## config.mk

```make
export PLATFORM = sky130hd
export DESIGN_NAME = uart_rx_fifo
export DESIGN_NICKNAME = d
export VERILOG_FILES = /design/src/rtl/uart_rx_fifo.sv
export SDC_FILE = /design/constraint.sdc
export NUM_CORES = 1
export LEC_CHECK = 0
export ABC_AREA = 1
export ABC_CLOCK_PERIOD_IN_PS = 2000
export CORE_ASPECT_RATIO = 1.2
export CORE_MARGIN = 10
export CORE_UTILIZATION = 54
export CTS_BUF_LIST = sky130_fd_sc_hd__clkbuf_8 sky130_fd_sc_hd__clkbuf_16
export CTS_CLUSTER_DIAMETER = 60
export CTS_CLUSTER_SIZE = 24
export DETAILED_ROUTE_END_ITERATION = 10
export PLACE_DENSITY_LB_ADDON = 0.3
export SLEW_MARGIN = 0
export SYNTH_ARGS = -nofsm -noshare
export SYNTH_HDL_FRONTEND = slang
export SYNTH_SLANG_ARGS = --single-unit
```

## constraint.sdc

```tcl
create_clock -name clk -period 2 [get_ports clk]
set_input_delay 0.3 -clock clk [delete_from_list [all_inputs] [get_ports clk]]
set_output_delay 0.3 -clock clk [all_outputs]
set_load 0.02 [all_outputs]
```

## src/rtl/uart_rx_fifo.sv

```systemverilog
// Receive-side byte FIFO behind the UART receiver: one write per rx_done rising edge,
// registered read port with a one-cycle rd_valid pulse, sticky overflow on dropped bytes.
module uart_rx_fifo #(
  parameter int DATA_WIDTH = 8,
  parameter int ADDR_WIDTH = 4
) (
  input  logic                  clk,
  input  logic                  reset,
  input  logic [DATA_WIDTH-1:0] rx_data,
  input  logic                  rx_done,
  input  logic                  rd_en,
  input  logic                  clr_overflow,
  output logic [DATA_WIDTH-1:0] rd_data,
  output logic                  rd_valid,
  output logic                  empty,
  output logic                  full,
  output logic [ADDR_WIDTH:0]   count,
  output logic                  overflow
);

  localparam int DEPTH = 2 ** ADDR_WIDTH;
  localparam logic [ADDR_WIDTH:0] FULL_CNT = (ADDR_WIDTH + 1)'(DEPTH);

  logic [DATA_WIDTH-1:0] mem_q [DEPTH];

  logic [ADDR_WIDTH-1:0] wr_ptr_q, wr_ptr_d;
  logic [ADDR_WIDTH-1:0] rd_ptr_q, rd_ptr_d;
  logic [ADDR_WIDTH:0]   count_q, count_d;
  logic [DATA_WIDTH-1:0] rd_data_q, rd_data_d;
  logic                  rd_valid_q, rd_valid_d;
  logic                  overflow_q, overflow_d;
  logic                  rx_done_q;

  logic wr_stb, rd_acc, wr_acc, drop, is_full, is_empty;

  assign is_full  = (count_q == FULL_CNT);
  assign is_empty = (count_q == '0);
  assign wr_stb   = rx_done & ~rx_done_q;
  assign rd_acc   = rd_en & ~is_empty;
  // A read in the same cycle frees a slot, so a write into a full FIFO still lands.
  assign wr_acc   = wr_stb & (~is_full | rd_acc);
  assign drop     = wr_stb & is_full & ~rd_acc;

  always_comb begin
    wr_ptr_d   = wr_ptr_q;
    rd_ptr_d   = rd_ptr_q;
    count_d    = count_q;
    rd_data_d  = rd_data_q;
    rd_valid_d = 1'b0;
    overflow_d = overflow_q;

    if (wr_acc) begin
      wr_ptr_d = wr_ptr_q + 1'b1;
    end
    if (rd_acc) begin
      rd_ptr_d   = rd_ptr_q + 1'b1;
      rd_data_d  = mem_q[rd_ptr_q];
      rd_valid_d = 1'b1;
    end

    case ({wr_acc, rd_acc})
      2'b10:   count_d = count_q + 1'b1;
      2'b01:   count_d = count_q - 1'b1;
      default: count_d = count_q;
    endcase

    if (drop) begin
      overflow_d = 1'b1;
    end else if (clr_overflow) begin
      overflow_d = 1'b0;
    end
  end

  always_ff @(posedge clk or negedge reset) begin
    if (!reset) begin
      wr_ptr_q   <= '0;
      rd_ptr_q   <= '0;
      count_q    <= '0;
      rd_data_q  <= '0;
      rd_valid_q <= 1'b0;
      overflow_q <= 1'b0;
      // Preset high so an rx_done already high at release is not seen as a new byte.
      rx_done_q  <= 1'b1;
    end else begin
      wr_ptr_q   <= wr_ptr_d;
      rd_ptr_q   <= rd_ptr_d;
      count_q    <= count_d;
      rd_data_q  <= rd_data_d;
      rd_valid_q <= rd_valid_d;
      overflow_q <= overflow_d;
      rx_done_q  <= rx_done;
    end
  end

  always_ff @(posedge clk) begin
    if (wr_acc) begin
      mem_q[wr_ptr_q] <= rx_data;
    end
  end

  assign rd_data  = rd_data_q;
  assign rd_valid = rd_valid_q;
  assign count    = count_q;
  assign overflow = overflow_q;
  assign empty    = is_empty;
  assign full     = is_full;

endmodule

```

---- Yosys cells after proc, flatten, opt, wreduce, memory -nomap -nowiden ----
Memories as Yosys holds them, arrays and structs flattened. A register that Yosys moved wholly into a read port is not among the register bits.
Cells that the tools add are included.
storage, ports and cells
  latch bits .............................. 0
  logic and storage cells ................. 34
  bits in writable memories ............... 128
  bits in read-only memories .............. 0
  output and inout bits ................... 17
  register bits ........................... 16
  memories kept ........................... 1
memory list
  name   words  width  rd ports  clocked after Yosys merged registers in  write ports  RTL line  RTL
  mem_q  16     8      1         1                                        1            24        logic [DATA_WIDTH-1:0] mem_q [DEPTH];
operators by class
  add/sub/neg operators ................... 4
  muxes and demuxes ....................... 6
  multipliers ............................. 0
  magnitude comparators ................... 0
  reduce and logical (&&, ||, !) cells .... 4
  equality and inequality tests ........... 3
  bitwise operators ....................... 10
  div/mod/pow operators ................... 0
  shifts and indexed selects .............. 0
operators by type and width
  cell                 number
  $pmux 5 s2           1
  $add 4x1->4 const B  2
  $add 5x1->5 const B  1
  $and 1x1->1          5
  $eq 5x5->1 const B   1
  $logic_not 5->1      1
  $mux 1               5
  $sub 5x1->5 const B  1
  $not 1->1            4
  $reduce_bool 2->1    2
  $eq 2x1->1 const B   1
  $eq 2x2->1 const B   1
  $logic_not 1->1      1
  $or 1x1->1           1

---- Depth between registers and ports, before layout ----
  depth in word-level cells ............... 7
  depth in mapped cells ................... 14

---- Worst setup path before layout ----
No wires, ideal clock.
  kind .................................... flip-flop to flip-flop
  start point ............................. register count_q[1] (netlist: count[1])
  end point ............................... register count_q[4] (netlist: count[4])
  path slack .............................. 0.010 ns
  stages on the path, launching flop included .. 14
  arrival time ............................ 1.877 ns
  required time ........................... 1.887 ns
  period minus slack after synthesis ...... 1.990 ns
  library setup time ...................... 0.113 ns
  cells stage by stage .................... dfrtp_1 nor2_2 nand3_2 nand3_1 inv_1 ha_1 inv_1 o21ai_0 a21o_1 nand2_1 nand2_1 nand2_1 nand2_1 inv_1
on the way
  word-level cells in the longest chain between the ends .. 7
  elaborated cells on any way between the ends .. 13
RTL lines
  what                                             RTL line  RTL
  start: declaration                               28        logic [ADDR_WIDTH:0] count_q, count_d;
  start signal: assignment                         87        count_q <= count_d;
  $logic_not 5->1                                  37        assign is_empty = (count_q == '0);
  $not 1->1                                        39        assign rd_acc = rd_en & ~is_empty;
  $and 1x1->1                                      39
  $or 1x1->1                                       41        assign wr_acc = wr_stb & (~is_full | rd_acc);
  $and 1x1->1                                      41
  $eq 2x1->1 or $eq 2x2->1 (tied branches)         61        case ({wr_acc, rd_acc})
  $pmux 5 s2 or $reduce_bool 2->1 (tied branches)  -
Parallel ways exist; a longest one is shown, timed or not.
A chain may end at the register's enable or synchronous reset.

---- Worst setup path in the final report ----
  start point ............................. register count_q[1] (netlist: count[1])
  end point ............................... output count[1]
RTL lines
  what              RTL line  RTL
  end: declaration  17        output logic [ADDR_WIDTH:0] count,
No word-level cell between the ends.

==> out/summary.md <==
• 4 — maximum fanout encountered on the critical timing path
• count[4] — end of the worst register-to-register path
• 0.60 ns — max incr delay on CP
• 643 — Mapped Cells
• 1.78% — adder and majority cell fraction of the synthesized area
• 0.06 ns — clock transition at the register clock pins on the worst setup and hold paths after CTS
• 4 — H-tree depth
• 665 — net count after synthesis
• 20.7% — area share of and/or/nand/nor cells after synthesis
• 1.17% — post-synthesis share of cell area spent on xor and xnor gates
• 0 — # DRC
• 0 — Setup violations, final
• 912 uV — Peak VDD IR
• buf_4, clkdlybuf4s50_1 — Critical Path, Cell by Cell
• done — clock tree from TritonCTS
• 1.57 ns — arrival time at the worst endpoint
• simple AND/OR/NAND/NOR gates — main combinational cell family by area after synthesis
• 29 — # port buffers
• 9890 um — detailed-placement wirelength estimate
• 6730 sq um — post-synthesis instance area
• 0 — number of antenna violations at the first check in global routing
• 0% — multiplexer fraction of the synthesized cell area
• 4687 — vias
• 0 — YS warnings
• 7970 sq um — final non-filler cell area
• 7720 um — detailed-routed wire length on met2
• 30 — Ports
• 14900 um — final routed wirelength across all metal layers
• sky130_fd_sc_hd__nand2_1 — most common cell after layout, fill and taps aside
• 29 — Yosys cell types
• 66.0% — register area share after synthesis
• 0 — total inserted antenna cells
• sky130_fd_sc_hd__clkbuf_16 — Clock Tree Root
• 5 — number of iterations in the first detailed-routing pass
• 93.6% — period utilisation layout
• completed — run status
• -0.314 ns — setup slack at placement
• sky130_fd_sc_hd__clkdlybuf4s50_1 — critical-path cell with the highest stage delay
• 152 — CTS sink cnt
• flop to output port — type of the worst setup path
• count[1] — capture point of the critical path
• 142 um — die span in y
• input port to asynchronous set/reset pin — Hold Crit Class
• 0 — max capacitance violation total
• 0.17 ns — flop2flop setup slack
• 2 — Crit. path cell count
• 10.5 sq um — Avg Cell Area, Syn
• 17 — total clock buffers created by CTS
• met4 — Highest Signal Layer
• 1.73% — compound-cell area share of the yosys netlist
• 122 um — chip width
• 55.3% — initial core utilization
• 432 — DRC violation total after the first TritonRoute iteration
• 5.33 — routed vias/inst
• 0.128 ns — final worst slack
• count[2] — launching point of the worst reg2reg path
• 7340 sq um — dpl cell area
• 4783 — number of global-route vias before repair
• buffers and inverters — category of cells accounting for the largest share of critical-path delay
• 0 ns — final setup TNS
• 12.0% — ratio of cells with drive above 1 in the final layout
• 982 um — met3 layer wire length in the routed design
• 0 — grt total ovfl
• 75 — maximum number of pins on one net before global-route repair
• 0 — number of hold-slack violations in the final timing report
• 11 — cells on worst reg2reg path
• 222 x sky130_fd_sc_hd__nand2_1, 128 x sky130_fd_sc_hd__edfxtp_1, 90 x sky130_fd_sc_hd__inv_1 — leading cell types in the layout, fill and taps excluded
• false — unrepaired setup endpoints after global routing
• 12200 sq um — core area
• 0.42 ns — Worst-Skew Late Latency
• 1.87 ns — Tmin final
• 17.8% — GRT Resource Usage Total
• 52.0% — relative max-transition margin
• 1.70 ns — required time of the critical path
• flop — nature of the critical path startpoint
• 44 — placement row count
• 1410 nW/um^2 — power density relative to cell area
• 2 — Worst Path Buf+Inv
• 0.718 ns — transition time of the tightest slew-check pin
• 23500 um — wire length of the first global-routing pass
• 17400 sq um — Die Area
• output port — type of element capturing the critical path
• 3.48 nW — static leakage
• 0.00643 ns — clock skew
• 728 — final net count
• count[1] — startpoint of the most critical setup path
• 0.846 — final RePlAce weighted congestion
• 534 MHz — Peak Freq
• 18.3% — area growth from synthesis to final layout
• 17.0 um — drt wl/cell
• 5540 um — Routed met1 length
• 0 — count of antenna-violating nets left after detailed routing
• 152 — flip-flop and latch count after synthesis
• 0 — max-slew violation count
• 2 — maximum number of buffers from clock root to sink
-- worst min path at each step --
stage               slack, ns  cells after the start    endpoint       start
floorplan               0.004                      0    count[0]       reset
global placement         0.47                      2  rd_data[2]  rd_data[2]
detailed placement       0.47                      2  rd_data[3]  rd_data[3]
CTS                      0.24                      2    count[4]       reset
global route             0.27                      2    count[0]       reset
finish                   0.24                      2    count[0]       reset
-- layout make-up --
cell class,instances,area (sq um)
flip-flops and latches,152,4450
clock inverters,15,185
clock buffers,17,425
inverters,94,353
well taps,161,201
repair buffers,71,628
multi-input cells,370,1720
fillers,930,4200
-- cell families after synthesis --
kind of cell    Yosys count
buf+inv                 121
simple gates            334
compound gates           18
fa+ha+maj                 9
xor+xnor                  9
flops                   152
-- sequential cells by signal, summed over array words and instances, names as in the netlist --
signal	count
wr_ptr_q	4
rd_ptr_q	4
rx_done_q	1
overflow	1
mem_q	128
count	5
rd_data	8
rd_valid	1
-- through the flow --
| stage | hold WS (ns) | util, % | std cells | total power, mW |
|---|---|---|---|---|
| after CTS | 0.239 | 65.4 | 880 | 11.2 |
| final | 0.239 | 65.5 | 880 | 11.2 |
| after floorplan | 0.00441 | - | 643 | 6.77 |
| after global routing | 0.267 | 65.5 | 880 | 11.8 |
| after detailed placement | 0.469 | 60.4 | 848 | 7.93 |
| after global placement | 0.468 | 60.4 | 848 | 7.80 |
-- layer usage --
layer / up-vias / global-route usage [%]
met4: 0 / 11.2
met1: 2231 / 19.6
met3: 60 / 4.09
met2: 192 / 30.3
li1: 2204 / -
met5: - / 0
-- cell usage after synthesis, drive strengths merged --
master,instances,share of area (%)
fa,1,0.30
o21ai,8,0.65
inv,92,5.1
nand4,1,0.093
clkinv,2,0.11
dfstp,1,0.39
a21o,1,0.11
xnor2,1,0.13
nand2,224,13
buf,26,3.3
nor2,21,1.4
ha,8,1.5
xor2,8,1.0
nand3,88,6.6
dfrtp,23,8.5
edfxtp,128,57
clkbuf,1,0.056
a21oi,1,0.074
o211ai,8,0.89
-- worst reg2reg max path, cell delays in order (launching register included) --
cell and delay, ns:
sky130_fd_sc_hd__dfrtp_1 0.43, sky130_fd_sc_hd__nor2_4 0.13, sky130_fd_sc_hd__nand3_2 0.12, sky130_fd_sc_hd__nand3_2 0.11
sky130_fd_sc_hd__inv_1 0.07, sky130_fd_sc_hd__buf_4 0.13, sky130_fd_sc_hd__ha_1 0.29, sky130_fd_sc_hd__a21o_1 0.20
sky130_fd_sc_hd__nand2_1 0.08, sky130_fd_sc_hd__nand3_1 0.07, sky130_fd_sc_hd__nand2_1 0.06, sky130_fd_sc_hd__inv_1 0.03
-- power breakdown --
group | internal [mW] | switching, mW | total [mW]
combinational | 1.37 | 2.55 | 3.92
clock | 2.06 | 1.20 | 3.27
sequential | 3.79 | 0.228 | 4.02
-- repair_timing --
action	in CTS	in global routing
gates resized for setup	2	5
hold buffers	0	0
endpoints found under the setup margin	2	2
buffers inserted	0	0
Note: power is estimated with default switching activity, not from simulation.
